--- src/rtl/fp16_normalizer.sv ---
// Iterative renormalizer that turns an aligned two's-complement sum plus a shared exponent into FP16.
// Define NORM_RNE_EN for round-to-nearest-even; otherwise the mantissa is truncated.
module fp16_normalizer (
  input  logic        clk,
  input  logic        rst,
  input  logic        in_valid,
  output logic        in_ready,
  input  logic [15:0] in_sum,
  input  logic [4:0]  in_exp,
  output logic        out_valid,
  input  logic        out_ready,
  output logic [15:0] out
);

  typedef enum logic [1:0] {StIdle, StShift, StRound, StDone} state_e;

  state_e      state;
  logic        sign;
  logic [16:0] mag;
  logic [6:0]  exp;
  logic        guard;
  logic        sticky;

  logic [16:0] mag_in;
  logic [6:0]  exp_in;
  logic [11:0] mant_rnd;
  logic [6:0]  exp_rnd;
  logic [4:0]  exp_field;
  logic [15:0] round_out;

  // 0x8000 maps to exactly 32768, hence the 17-bit magnitude.
  always_comb begin
    mag_in = in_sum[15] ? (17'h10000 - {1'b0, in_sum}) : {1'b0, in_sum};
    exp_in = (in_exp == 5'd0) ? 7'd1 : {2'b00, in_exp};
  end

  always_comb begin
    mant_rnd = {1'b0, mag[10:0]};
`ifdef NORM_RNE_EN
    if (guard & (sticky | mag[0])) mant_rnd = mant_rnd + 12'd1;
`endif
    exp_rnd = exp;
    if (mant_rnd[11]) begin
      mant_rnd = 12'h400;
      exp_rnd  = exp + 7'd1;
    end
    // A subnormal that carries into bit 10 picks up exponent 1 from exp here.
    exp_field = mant_rnd[10] ? exp_rnd[4:0] : 5'd0;
    if (mag == 17'd0) begin
      round_out = 16'h0000;
    end else if (exp_rnd >= 7'd31) begin
      round_out = {sign, 5'h1f, 10'h000};
    end else begin
      round_out = {sign, exp_field, mant_rnd[9:0]};
    end
  end

  always_ff @(posedge clk or posedge rst) begin
    if (rst) begin
      state     <= StIdle;
      in_ready  <= 1'b1;
      out_valid <= 1'b0;
      out       <= 16'h0000;
      sign      <= 1'b0;
      mag       <= 17'd0;
      exp       <= 7'd0;
      guard     <= 1'b0;
      sticky    <= 1'b0;
    end else begin
      unique case (state)
        StIdle: begin
          if (in_valid) begin
            sign     <= in_sum[15];
            mag      <= mag_in;
            exp      <= exp_in;
            guard    <= 1'b0;
            sticky   <= 1'b0;
            in_ready <= 1'b0;
            state    <= StShift;
          end
        end
        StShift: begin
          if (mag == 17'd0) begin
            state <= StRound;
          end else if (mag[16:11] != 6'd0) begin
            sticky <= sticky | guard;
            guard  <= mag[0];
            mag    <= mag >> 1;
            exp    <= exp + 7'd1;
          end else if (!mag[10] && (exp > 7'd1)) begin
            mag <= mag << 1;
            exp <= exp - 7'd1;
          end else begin
            state <= StRound;
          end
        end
        StRound: begin
          out       <= round_out;
          out_valid <= 1'b1;
          state     <= StDone;
        end
        StDone: begin
          if (out_ready) begin
            out_valid <= 1'b0;
            in_ready  <= 1'b1;
            state     <= StIdle;
          end
        end
        default: state <= StIdle;
      endcase
    end
  end

endmodule

--- config.mk ---
export PLATFORM = sky130hd
export DESIGN_NAME = fp16_normalizer
export DESIGN_NICKNAME = d
export VERILOG_FILES = /design/src/rtl/fp16_normalizer.sv
export SDC_FILE = /design/constraint.sdc
export NUM_CORES = 1
export LEC_CHECK = 0
export BUFFER_PORTS_ARGS = -buffer_cell sky130_fd_sc_hd__buf_4
export CORE_MARGIN = 2
export CORE_UTILIZATION = 45
export CTS_BUF_LIST = sky130_fd_sc_hd__clkbuf_4 sky130_fd_sc_hd__clkbuf_8 sky130_fd_sc_hd__clkbuf_16
export DETAILED_ROUTE_END_ITERATION = 6
export GPL_TIMING_DRIVEN = 0
export PLACE_DENSITY_LB_ADDON = 0.05
export SYNTH_ARGS = -nofsm -noshare
export SYNTH_HDL_FRONTEND = slang
export SYNTH_SLANG_ARGS = --single-unit
--- constraint.sdc ---
create_clock -name clk -period 2.4 [get_ports clk]
set_clock_uncertainty 0.1 [all_clocks]
set_input_delay 0.12 -clock clk [delete_from_list [all_inputs] [get_ports clk]]
set_output_delay 0.12 -clock clk [all_outputs]
set_load 0.05 [all_outputs]
Word-level counts from Yosys, hierarchy flattened
Cells that the tools add are included.
{"block": "op_classes", "n_mux": 26, "add_sub_neg": 3, "magnitude_cmp": 2, "eq_ne": 9, "n_reduce_logical": 14}
{"operator": "17-bit 2-to-1 mux", "count": 5}
{"operator": "17-bit one-hot mux with 2 select lines", "count": 1}
{"operator": "7-bit 2-to-1 mux", "count": 4}
{"operator": "17-bit logical NOT", "count": 1}
{"operator": "17-bit by 16-bit subtractor with 17-bit output (first input constant)", "count": 1}
{"operator": "16-bit 2-to-1 mux", "count": 1}
{"operator": "15-bit 2-to-1 mux", "count": 1}
{"operator": "7-bit one-hot mux with 2 select lines", "count": 1}
{"operator": "2-bit 2-to-1 mux", "count": 5}
{"operator": "5-bit 2-to-1 mux", "count": 2}
{"operator": "3-bit != test (second input constant)", "count": 3}
{"operator": "2-bit one-hot mux with 4 select lines", "count": 1}
{"operator": "4-bit AND reduction", "count": 2}
{"operator": "7-bit by 1-bit adder with 7-bit output (second input constant)", "count": 1}
{"operator": "7-bit by 5-bit >= comparator with 1-bit output (second input constant)", "count": 1}
{"operator": "7-bit by 1-bit greater-than comparator with 1-bit output (second input constant)", "count": 1}
{"operator": "7-bit by 1-bit subtractor with 7-bit output (second input constant)", "count": 1}
{"operator": "2-bit != test (second input constant)", "count": 3}
{"operator": "2-bit nonzero test", "count": 3}
{"operator": "6-bit nonzero test", "count": 1}
{"operator": "5-bit logical NOT", "count": 1}
{"operator": "2-bit == test (second input constant)", "count": 2}
{"operator": "1-bit one-hot mux with 2 select lines", "count": 2}
{"operator": "2-bit AND reduction", "count": 2}
{"operator": "6 further kinds", "count": 8}
{"block": "word_totals", "wordCells": 61, "in_bits": 25, "register_bits": 45, "out_inout_bits": 18}

Depth between registers and ports, before layout
Gate-level depths: netlist (run 1).
{"block": "depth", "word_depth": 6, "mapped_depth": 8, "ltp_nobuf": 7}

Worst setup path before layout (run 1)
No wires, ideal clock.
{"block": "synth_timing", "path_type": "reg-to-reg", "start": "register exp[1]", "end": "register mag[2]", "required_time_ns": 2.175, "path_buffers": 1, "arrival_ns": 1.901, "path_stages_with_launch": 9, "setup_slack_ns": 0.274, "path_cell_list": "dfrtp_1 > inv_1 > ha_1 > o21bai_1 > a31oi_1 > a21oi_1 > a21oi_2 > buf_6 > mux2_4"}
{"block": "synth_between", "elab_chain_len": 4}
{"element": "start, declared", "line": "20", "text": "logic [6:0] exp;"}
{"element": "start signal, assigned", "line": "75", "text": "exp <= exp_in;"}
{"element": "start signal, assigned", "line": "89", "text": "exp <= exp + 7'd1;"}
{"element": "start signal, assigned", "line": "92", "text": "exp <= exp - 7'd1;"}
{"element": "7-bit by 1-bit greater-than comparator with 1-bit output", "line": "90", "text": "end else if (!mag[10] && (exp > 7'd1)) begin"}
{"element": "1-bit logical AND", "line": "90"}
{"element": "3-bit != test (no source line)"}
{"element": "4-bit AND reduction (no source line)"}
{"element": "end signal, assigned", "line": "74", "text": "mag <= mag_in;"}
{"element": "end signal, assigned", "line": "88", "text": "mag <= mag >> 1;"}
{"element": "end signal, assigned", "line": "91", "text": "mag <= mag << 1;"}
{"element": "end, declared", "line": "19", "text": "logic [16:0] mag;"}
Every way passes these cells.
A chain may end at the register's enable or synchronous reset.

Worst setup path in the final report (run 1)
{"block": "layout_timing", "start": "register state[1]", "end": "register mag[7]"}
{"block": "layout_between", "elab_chain_len": 3}
{"element": "start, declared", "line": "17", "text": "state_e state;"}
{"element": "start signal, assigned", "line": "60", "text": "state <= StIdle;"}
{"element": "start signal, assigned", "line": "79", "text": "state <= StShift;"}
{"element": "start signal, assigned", "line": "84", "text": "state <= StRound;"}
{"element": "2-bit by 1-bit == test with 1-bit output / 2-bit logical NOT (equally long branches)", "line": "70", "text": "unique case (state)"}
{"element": "3-bit != test (no source line) (tied with other cells)"}
{"element": "4-bit AND reduction (no source line)"}
Parallel ways exist; a longest one is shown, timed or not.

==> summary.txt, run 1 <==
Status -> completed
Routability Congestion -> 0.875
Largest net degree at the start of global routing -> 25
FF+latch area -> 1130 um^2
Reg power frac -> 29.0%
Worst hold slack -> 43.8 ps
Dominant cell type by area after synthesis -> dfrtp_1
Post-synthesis simple-gate area fraction -> 17.8%
Yosys warning count -> 0
First DRT Iteration DRCs -> 140
Clock Power Share -> 13.6%
Multi-input logic area -> 1600 um^2
Post-layout instance area -> 3510 um^2
Drt via density -> 5.98
CTS sink cnt -> 45
Initial antenna violation count -> 0
Max Slew Vio Count -> 0
Crit path DAT -> 2400 ps
Clock root cell -> clkbuf_8
CTS buffer count -> 5
Final worst path period need -> 2310 ps
Setup_tns -> 0 ps
Int Pwr -> 2.69 mW
Crit. End Element -> flop
Syn nets -> 340
Core box area -> 6240 um^2
Max Fclk -> 432 MHz
Filler cell count -> 569
Yosys reg bits -> 45
Synthesized instance count -> 307
Power Density -> 1440 nW/um^2
Hold Crit Start -> in_valid
Cell variety after synth -> 59
Asr flop ratio synth -> 100%
Clock tree buffer depth -> 2
Area Overhead vs Synth -> 23.1%
Antenna Nets Post-Route -> 0
DP Worst Slack -> -184 ps
Port Buffers -> 42
Top post-synthesis cells by area -> dfrtp_1 (39%), a21oi_1 (3.9%), ha_1 (3.5%)
Most frequent cell after synthesis -> dfrtp_1
Combinational share of power -> 57.4%
First-pass DRT Iterations -> 5
Number of synthesized flops with an enable pin -> 0
Largest family of logic cells by synthesized area -> compound AO/OA/AOI/OAI gates
H-Tree Depth -> 2
Core Rows -> 29
Crit path max fanout -> 10
R2R Path Start -> state[1]$_DFFE_PP0P_
Startpoint Class -> flop
Layout cell share with drive strength beyond 1 -> 26.6%
Worst Hold End -> sign$_DFFE_PP0P_
Die Width -> 83.6 um
Period utilization -> 96.4%
Worst R2R End -> mag[7]$_DFFE_PP0P_
Synth Area in Compound Gates -> 25.4%
Total die area -> 6990 um^2
Final wirelength -> 7.38 mm
Max transition margin -> 38.6%
Static Leak -> 1.54 nW
Net Sw Frac -> 46.8%
WL per Instance -> 16.7 um
Die height -> 83.6 um
Vias -> 2636
Synth Area in XOR/XNOR -> 4.30%
NetSw -> 2.37 mW
Top-area cell type share of the netlist area -> 38.6%
Ports -> 43
Global Route Usage Sum -> 21.7%
Multiplexer area fraction after synthesis -> 4.03%
Reg clk slew, reported paths -> 80 ps
Sequential area share after synthesis -> 39.5%
Nets -> 396
Worst VDD drop -> 0.854 mV
Worst setup margin -> 85.8 ps
Syn Area/Cell -> 9.30 um^2
Worst-skew pair later-pin latency -> 300 ps
Total grt overflow -> 0
Vias in the first global route -> 2462
WP data required -> 2490 ps
CTS tree -> done
Top FF cell, synth -> dfrtp_1
Max Cap Violations -> 0
Commonest cells in the netlist -> dfrtp_1 (44), nand2_1 (24), nor2_1 (23)
Slew @ Worst Pin -> 912 ps
RSZ-0062 raised after global routing -> yes
Worst Hold Path Cells -> 3
Synth Area in Adders -> 3.51%
# setup viols final -> 0
DR DRC count -> 0
Final hold violations -> 0
Hold Crit Class -> input pin to flop
Reg2Reg Setup Slack -> 90 ps
# diodes -> 0
Global-route wire length before repair -> 12.4 mm
Starting density of the core -> 45.7%
DPL Wire Length -> 5.48 mm
Mapped Area -> 2850 um^2
Total power -> 5.07 mW
Post-placement cell area -> 3290 um^2
Crit Path Category -> flop to flop
FF-to-FF path depth -> 7
through the flow:
step | instances | util (%)
after CTS | 441 | 56.0
after floorplan | 307 | -
after detailed placement | 427 | 52.8
after global placement | 426 | 52.3
after global routing | 441 | 56.3
final | 441 | 56.3
metal layers:
layer | part of all wire, % | track usage (%) | vias up
li1 | - | - | 1272
met1 | 49 | 31.7 | 1254
met2 | 44 | 33.0 | 92
met3 | 4.9 | 4.15 | 18
met4 | 2.1 | 5.57 | 0
met5 | 0 | 0 | -
state kept, by name, summed over array words and instances, names as in the netlist:
signal,flops
exp,7
in_ready,1
mag,17
out,16
out_valid,1
sign,1
state,2
worst max path at each step:
stage,from,to,slack (ps),cells after the start
after global routing,state[1]$_DFFE_PP0P_,mag[8]$_DFFE_PP0P_,-9,7
after floorplan,exp[1]$_DFFE_PP0P_,mag[2]$_DFFE_PP0P_,270,8
after CTS,exp[1]$_DFFE_PP0P_,exp[6]$_DFFE_PP0P_,50,8
after global placement,state[1]$_DFFE_PP0P_,mag[14]$_DFFE_PP0P_,-140,8
after detailed placement,state[0]$_DFFE_PP0P_,mag[14]$_DFFE_PP0P_,-180,8
final,state[1]$_DFFE_PP0P_,mag[7]$_DFFE_PP0P_,90,7
cell type report:
cell class | instances | area share (%)
multi-input combinational | 227 | 45.4
sequential | 45 | 32.1
timing repair buffer | 50 | 11.5
tap | 77 | 2.74
buffer | 15 | 2.35
inverter | 19 | 2.03
clock buffer | 5 | 1.96
clock inverter | 3 | 1.96
worst max-delay path, stage by stage, from the launching register on:
cell and delay [ps]:
dfrtp_1 420, inv_1 100, ha_1 300, buf_2 300
nor2_1 80, nor2_1 270, o21ai_1 240, a222oi_1 390
layout by cell type, fill, tap and decap left out, types with 5 or more instances in the layout:
cell type,Yosys,routed
o211ai_1,5,5
clkbuf_1,9,6
nor3_1,11,9
o221a_2,6,6
inv_1,18,17
nor2_1,23,21
dfrtp_1,44,43
a22o_1,10,10
clkbuf_8,0,5
a41oi_1,5,5
buf_4,1,47
buf_2,4,6
o31ai_1,5,5
nand3_1,5,5
a31oi_1,6,5
xnor2_1,10,10
o21ai_0,10,9
nor4_1,6,6
ha_1,8,7
nand2_1,24,24
a21oi_1,22,22
logic make-up (layout without fill, tap and decap cells):
logic type	after synthesis	after routing
XOR/XNOR	14	14
adder cells (fa/ha/maj)	8	8
AO/OA/AOI/OAI	99	99
multiplexers	10	10
flip-flops	45	45
buffers and inverters	35	92
AND/OR/NAND/NOR	96	96
power groups by stage:
stage | registers, mW | logic (mW) | clock network, mW
floorplan | 1.89 | 1.62 | 0
global placement | 1.47 | 2.78 | 0
detailed placement | 1.48 | 2.80 | 0
CTS | 1.46 | 2.87 | 0.708
global route | 1.52 | 3.15 | 0.744
finish | 1.47 | 2.91 | 0.690
repair_timing:
item	in CTS	in global routing
buffers inserted	4	0
pin swaps	2	0
hold endpoints to repair	24	0
hold buffers	3	0
resized for setup	4	8
setup endpoints to repair	12	28
Power figures use the tool's default switching activity.
==> inputs of run 2 (changes only) <==
--- a/config.mk
+++ b/config.mk
@@ -7,7 +7,7 @@
 export LEC_CHECK = 0
 export BUFFER_PORTS_ARGS = -buffer_cell sky130_fd_sc_hd__buf_4
 export CORE_MARGIN = 2
-export CORE_UTILIZATION = 45
+export CORE_UTILIZATION = 40
 export CTS_BUF_LIST = sky130_fd_sc_hd__clkbuf_4 sky130_fd_sc_hd__clkbuf_8 sky130_fd_sc_hd__clkbuf_16
 export DETAILED_ROUTE_END_ITERATION = 6
 export GPL_TIMING_DRIVEN = 0
==> run 2 against run 1 <==
Compared with the run above:
- via count shrank 2.2%
- hold slack got worse by 2.9 ps
- critical path depth up 1
- non-clock buffer count did not move
- sequential share of layout area fell by 0.057 points
- design area rose by 0.18%
- critical path type unchanged
- first-iteration DRC count increased by 29%
- total power fell by 1.5%
- routed wire length rose by 2.9%
- worst setup slack worse by 23 ps
- maximum frequency decreased by 0.98%
- die area grew 12%
==> summary.txt, run 2 (synthesis gave the netlist of run 1 again) <==
CTS buffer count -> 5 (unchanged)
Routability Congestion -> 0.856 (was 0.875)
Worst-skew pair later-pin latency -> 310 ps (was 300 ps)
Reg clk slew, reported paths -> 90 ps (was 80 ps)
RSZ-0062 raised after global routing -> no (was yes)
First-pass DRT Iterations -> 4 (was 5)
Starting density of the core -> 41.8% (was 45.7%)
Total grt overflow -> 0 (unchanged)
Post-placement cell area -> 3310 um^2 (was 3290 um^2)
Die height -> 88.5 um (was 83.6 um)
Max Fclk -> 428 MHz (was 432 MHz)
CTS tree -> done (unchanged)
Area Overhead vs Synth -> 23.4% (was 23.1%)
Crit path max fanout -> 10 (unchanged)
Ports -> 43 (unchanged)
Most frequent cells in the layout -> buf_4 (47), dfrtp_1 (43), nand2_1 (24) (unchanged)
Biggest regs -> mag x17, out x16, exp x7 (unchanged)
Period utilization -> 97.4% (was 96.4%)
Layout cell share with drive strength beyond 1 -> 27.2% (was 26.6%)
Slew @ Worst Pin -> 894 ps (was 912 ps)
Crit Path Category -> flop to flop (unchanged)
Commonest non-fill, non-tap cell in the layout -> buf_4 (unchanged)
Clock tree buffer depth -> 2 (unchanged)
Vias in the first global route -> 2337 (was 2462)
Core box area -> 6830 um^2 (was 6240 um^2)
WP data required -> 2550 ps (was 2490 ps)
# diodes -> 0 (unchanged)
Max reg flops -> 17 (unchanged)
Slowest CP cell -> or4_1 (was dfrtp_1)
Global-route wire length before repair -> 12.2 mm (was 12.4 mm)
Finished Layout Cells -> 460 (was 441)
First DRT Iteration DRCs -> 181 (was 140)
DR DRC count -> 0 (unchanged)
Final hold violations -> 0 (unchanged)
Max Slew Vio Count -> 0 (unchanged)
CP peak stage delay -> 510 ps (was 420 ps)
Vias -> 2577 (was 2636)
Core Rows -> 30 (was 29)
Final worst path period need -> 2340 ps (was 2310 ps)
CTS sink cnt -> 45 (unchanged)
Max transition margin -> 39.9% (was 38.6%)
Max Cap Violations -> 0 (unchanged)
Total die area -> 7830 um^2 (was 6990 um^2)
Drt via density -> 5.60 (was 5.98)
Cells along the critical path -> inv_1, ha_1, o21bai_1, a31oi_1, a21oi_2, buf_4, or4_1, nand3_1 (was inv_1, ha_1, buf_2, nor2_1, nor2_1, o21ai_1, a222oi_1)
Initial antenna violation count -> 0 (unchanged)
Global Route Usage Sum -> 20.2% (was 21.7%)
Startpoint Class -> flop (unchanged)
Crit path DAT -> 2480 ps (was 2400 ps)
Total power -> 4.99 mW (was 5.07 mW)
Worst VDD drop -> 0.462 mV (was 0.854 mV)
Post-layout instance area -> 3520 um^2 (was 3510 um^2)
DPL Wire Length -> 5.62 mm (was 5.48 mm)
Crit. End Element -> flop (unchanged)
Antenna Nets Post-Route -> 0 (unchanged)
Port Buffers -> 42 (unchanged)
Status -> completed (unchanged)
Placed insts -> 446 (was 427)
# setup viols final -> 0 (unchanged)
Final wirelength -> 7.60 mm (was 7.38 mm)
Worst setup margin -> 62.9 ps (was 85.8 ps)
WL per Instance -> 16.5 um (was 16.7 um)
Power Density -> 1420 nW/um^2 (was 1440 nW/um^2)
Largest net degree at the start of global routing -> 26 (was 25)
Die Width -> 88.5 um (was 83.6 um)
DP Worst Slack -> -150 ps (was -184 ps)
H-Tree Depth -> 2 (unchanged)
Static Leak -> 1.52 nW (was 1.54 nW)
Hold Crit Class -> input pin to flop (unchanged)
Register containing the most flip-flops in the final layout -> mag (unchanged)
Nets -> 396 (unchanged)
Clock root cell -> clkbuf_8 (unchanged)
[run 2: critical path: cells and delay by family (launching register included)]
kind                     cells  cell delay, ps
AO/OA/AOI/OAI                3             630
adder cells (fa/ha/maj)      1             180
buffers and inverters        2             300
flip-flops                   1             440
AND/OR/NAND/NOR              2             610
[run 2: repair_timing]
action / CTS / global route
pin swaps: 2 / 0
setup endpoints to repair: 12 / 30
resized for setup: 6 / 9
hold buffers: 3 / 0
endpoints found under the hold margin: 23 / 0
setup buffers: 4 / 0
[run 2: worst paths after layout]
path                                          start                   end  slack, ps  depth (start not counted)
worst max register to register   exp[1]$_DFFE_PP0P_    exp[6]$_DFFE_PP0P_         60                          8
worst min-delay path                       in_valid      sign$_DFFE_PP0P_         40                          3
min in group asynchronous                       rst    mag[3]$_DFFE_PP0P_        280                          3
max in group asynchronous                       rst  in_ready$_DFFE_PP1P_       1340                          4
worst min register to register  out[11]$_DFFE_PP0P_   out[11]$_DFFE_PP0P_        390                          2
worst max-delay path             exp[1]$_DFFE_PP0P_    exp[6]$_DFFE_PP0P_         60                          8
[run 2: through the flow]
stage / util [%] / setup TNS (ps) / hold WS (ps)
floorplan: - / 0 / 147
global placement: 48.2 / -1150 / 285
detailed placement: 48.4 / -1090 / 78.2
CTS: 51.2 / 0 / 41.0
global route: 51.5 / 0 / 56.4
finish: 51.5 / 0 / 40.8
[run 2: layer usage]
metal,GRT usage [%],part of all wire (%)
met1,29.2,50
met2,31.2,45
met3,3.17,3.9
met4,5.92,1.5
met5,0,0
[run 2: final cells by class]
type / instances / area, um^2
Clock inverter: 3 / 46.3
Sequential cell: 45 / 1130
Tap cell: 96 / 120
Buffer: 15 / 85.1
Multi-Input combinational cell: 227 / 1610
Inverter: 19 / 71.3
Clock buffer: 5 / 68.8
Timing Repair Buffer: 50 / 395
Fill cell: 687 / 3310
[run 2: report_power, final]
part | switching (mW) | internal [mW]
Clock | 0.290 | 0.312
Combinational | 1.77 | 1.15
Sequential | 0.335 | 1.13
Total | 2.40 | 2.60
==> inputs of run 3 (changes only) <==
--- a/config.mk
+++ b/config.mk
@@ -12,6 +12,7 @@
 export DETAILED_ROUTE_END_ITERATION = 6
 export GPL_TIMING_DRIVEN = 0
 export PLACE_DENSITY_LB_ADDON = 0.05
+export RECOVER_POWER = 100
 export SYNTH_ARGS = -nofsm -noshare
 export SYNTH_HDL_FRONTEND = slang
 export SYNTH_SLANG_ARGS = --single-unit
==> run 3 against run 2 <==
Compared with the run above:
- worst setup slack improved by 20 ps
- core utilization down 1.3 points
- die area unchanged
- total power fell by 2.7%
- flip-flop and latch count unchanged
- maximum frequency grew 0.84%
- cell count did not move
- sequential power hardly changed
- combinational power shrank 4%
- hold slack worse by 1.1 ps
- non-clock buffer count did not move
- clock power is essentially flat
- critical endpoint unchanged
- largest cell class unchanged
- largest power group unchanged
==> summary.txt, run 3 (synthesis gave the netlist of run 1 again) <==
GRT met3 Usage -> 3.17% (unchanged)
Register containing the most flip-flops in the final layout -> mag (unchanged)
Drt via density -> 5.63 (was 5.60)
Max transition margin -> 38.8% (was 39.9%)
Layout cell share with drive strength beyond 1 -> 22.0% (was 27.2%)
Global Route Usage Sum -> 20.2% (unchanged)
Static Leak -> 1.44 nW (was 1.52 nW)
Routability Congestion -> 0.856 (unchanged)
H-Tree Depth -> 2 (unchanged)
DR DRC count -> 0 (unchanged)
Commonest non-fill, non-tap cell in the layout -> dfrtp_1 (was buf_4)
Most frequent cells in the layout -> dfrtp_1 (43), buf_4 (28), clkbuf_1 (24), nand2_1 (24) (was buf_4 (47), dfrtp_1 (43), nand2_1 (24))
Clock root cell -> clkbuf_8 (unchanged)
Global-route wire length before repair -> 12.2 mm (unchanged)
CTS tree -> done (unchanged)
Crit. End Element -> flop (unchanged)
# setup viols final -> 0 (unchanged)
Slowest CP cell -> or4_1 (unchanged)
Vias -> 2592 (was 2577)
Starting density of the core -> 41.8% (unchanged)
Max Slew Vio Count -> 0 (unchanged)
Port Buffers -> 42 (unchanged)
Power Density -> 1420 nW/um^2 (about the same)
Core box area -> 6830 um^2 (unchanged)
Busiest grt layer -> met2 (unchanged)
Startpoint Class -> flop (unchanged)
Largest net degree at the start of global routing -> 26 (unchanged)
Reg clk slew, reported paths -> 90 ps (about the same)
First-pass DRT Iterations -> 6 (was 4)
Initial antenna violation count -> 0 (unchanged)
Crit-path leading delay family -> compound AO/OA/AOI/OAI gates (unchanged)
CP peak stage delay -> 510 ps (about the same)
Die height -> 88.5 um (unchanged)
WP data required -> 2550 ps (about the same)
Area Overhead vs Synth -> 20.2% (was 23.4%)
# diodes -> 0 (unchanged)
Total grt overflow -> 0 (unchanged)
Worst hold slack -> 39.7 ps (was 40.8 ps)
CTS sink cnt -> 45 (unchanged)
Biggest regs -> mag x17, out x16, exp x7 (unchanged)
Cells along the critical path -> inv_1, ha_1, o21bai_1, a31oi_1, a21oi_2, buf_4, or4_1, nand3_1 (unchanged)
Period utilization -> 96.6% (was 97.4%)
Worst VDD drop -> 0.465 mV (was 0.462 mV)
WL per Instance -> 16.6 um (was 16.5 um)
DPL Wire Length -> 5.62 mm (unchanged)
Filler cell count -> 712 (was 687)
Hold Crit Class -> input pin to flop (unchanged)
Die Width -> 88.5 um (unchanged)
Max Cap Violations -> 0 (unchanged)
RSZ-0062 raised after global routing -> no (unchanged)
Crit path DAT -> 2470 ps (was 2480 ps)
Slew @ Worst Pin -> 909 ps (was 894 ps)
Crit path max fanout -> 10 (unchanged)
Ports -> 43 (unchanged)
Final worst path period need -> 2320 ps (was 2340 ps)
Final Core Density -> 50.2% (was 51.5%)
Core Rows -> 30 (unchanged)
Worst-skew pair later-pin latency -> 310 ps (about the same)
Clock tree buffer depth -> 2 (unchanged)
Max reg flops -> 17 (unchanged)
Vias in the first global route -> 2337 (unchanged)
Crit Path Category -> flop to flop (unchanged)
Final hold violations -> 0 (unchanged)
Nets -> 396 (unchanged)
Status -> completed (unchanged)
CTS buffer count -> 5 (unchanged)
Max Fclk -> 431 MHz (was 428 MHz)
Total die area -> 7830 um^2 (unchanged)
Antenna Nets Post-Route -> 0 (unchanged)
Met1 Use GR -> 29.2% (unchanged)
Final wirelength -> 7.65 mm (was 7.60 mm)
First DRT Iteration DRCs -> 175 (was 181)
Met2 global-route usage -> 31.2% (unchanged)
Crit path buf inv count -> 2 (unchanged)
run 3: changes by cell type in the layout (fill, tap and decap cells not counted), sizes merged:
cell	previous run	this run
buf	54	34
clkbuf	13	33
run 3: path summary, 6_finish.rpt:
check | cells after the start | endpoint | start | slack [ps]
max | 8 | exp[6]$_DFFE_PP0P_ | exp[1]$_DFFE_PP0P_ | 80
min | 3 | mag[8]$_DFFE_PP0P_ | in_sum[8] | 40
max reg2reg | 8 | exp[6]$_DFFE_PP0P_ | exp[1]$_DFFE_PP0P_ | 80
min reg2reg | 2 | out[11]$_DFFE_PP0P_ | out[11]$_DFFE_PP0P_ | 390
max in group asynchronous | 4 | exp[5]$_DFFE_PP0P_ | rst | 700
min in group asynchronous | 3 | out[4]$_DFFE_PP0P_ | rst | 420
run 3: stage by stage:
step / instance area (um^2) / setup slack, ps / TNS [ps] / instances / total power, mW
floorplan: 2850 / 274 / 0 / 307 / 3.51
global placement: 3290 / -162 / -1150 / 445 / 4.26
detailed placement: 3310 / -150 / -1090 / 446 / 4.29
CTS: 3500 / 13.8 / 0 / 460 / 4.97
global route: 3430 / 1.68 / 0 / 460 / 5.20
finish: 3430 / 82.4 / 0 / 460 / 4.86
run 3: repair_timing:
action	CTS	global route
hold buffers	3	0
hold endpoints to repair	23	0
buffers inserted	4	0
gates resized for setup	6	9
gates cloned	0	0
pin swaps	2	0
endpoints found under the setup margin	12	30
run 3: worst register-to-register path, delay by kind of cell, from the launching register on:
family	cells	cell delay [ps]
flip-flops	1	450
buffers and inverters	2	300
AO/OA/AOI/OAI	3	610
AND/OR/NAND/NOR	2	620
adder cells (fa/ha/maj)	1	190
run 3: routing by layer:
layer,vias to the layer above,wire [um]
met3,7,306
met2,66,3430
met4,0,99
met5,-,0
met1,1257,3820
li1,1262,-
run 3: report_power, final:
part	switching, mW	internal [mW]
logic	1.78	1.02
registers	0.323	1.13
clock network	0.291	0.312
run 3: layout make-up:
cell class	instances	area, um^2	share of cell area (%)
plain buffers	15	85.1	2.48
clock buffers	5	68.8	2.01
clock inverters	3	46.3	1.35
inverters	19	71.3	2.08
multi-input cells	227	1600	46.6
flip-flops and latches	45	1130	32.9
well taps	96	120	3.50
repair buffers	50	313	9.12
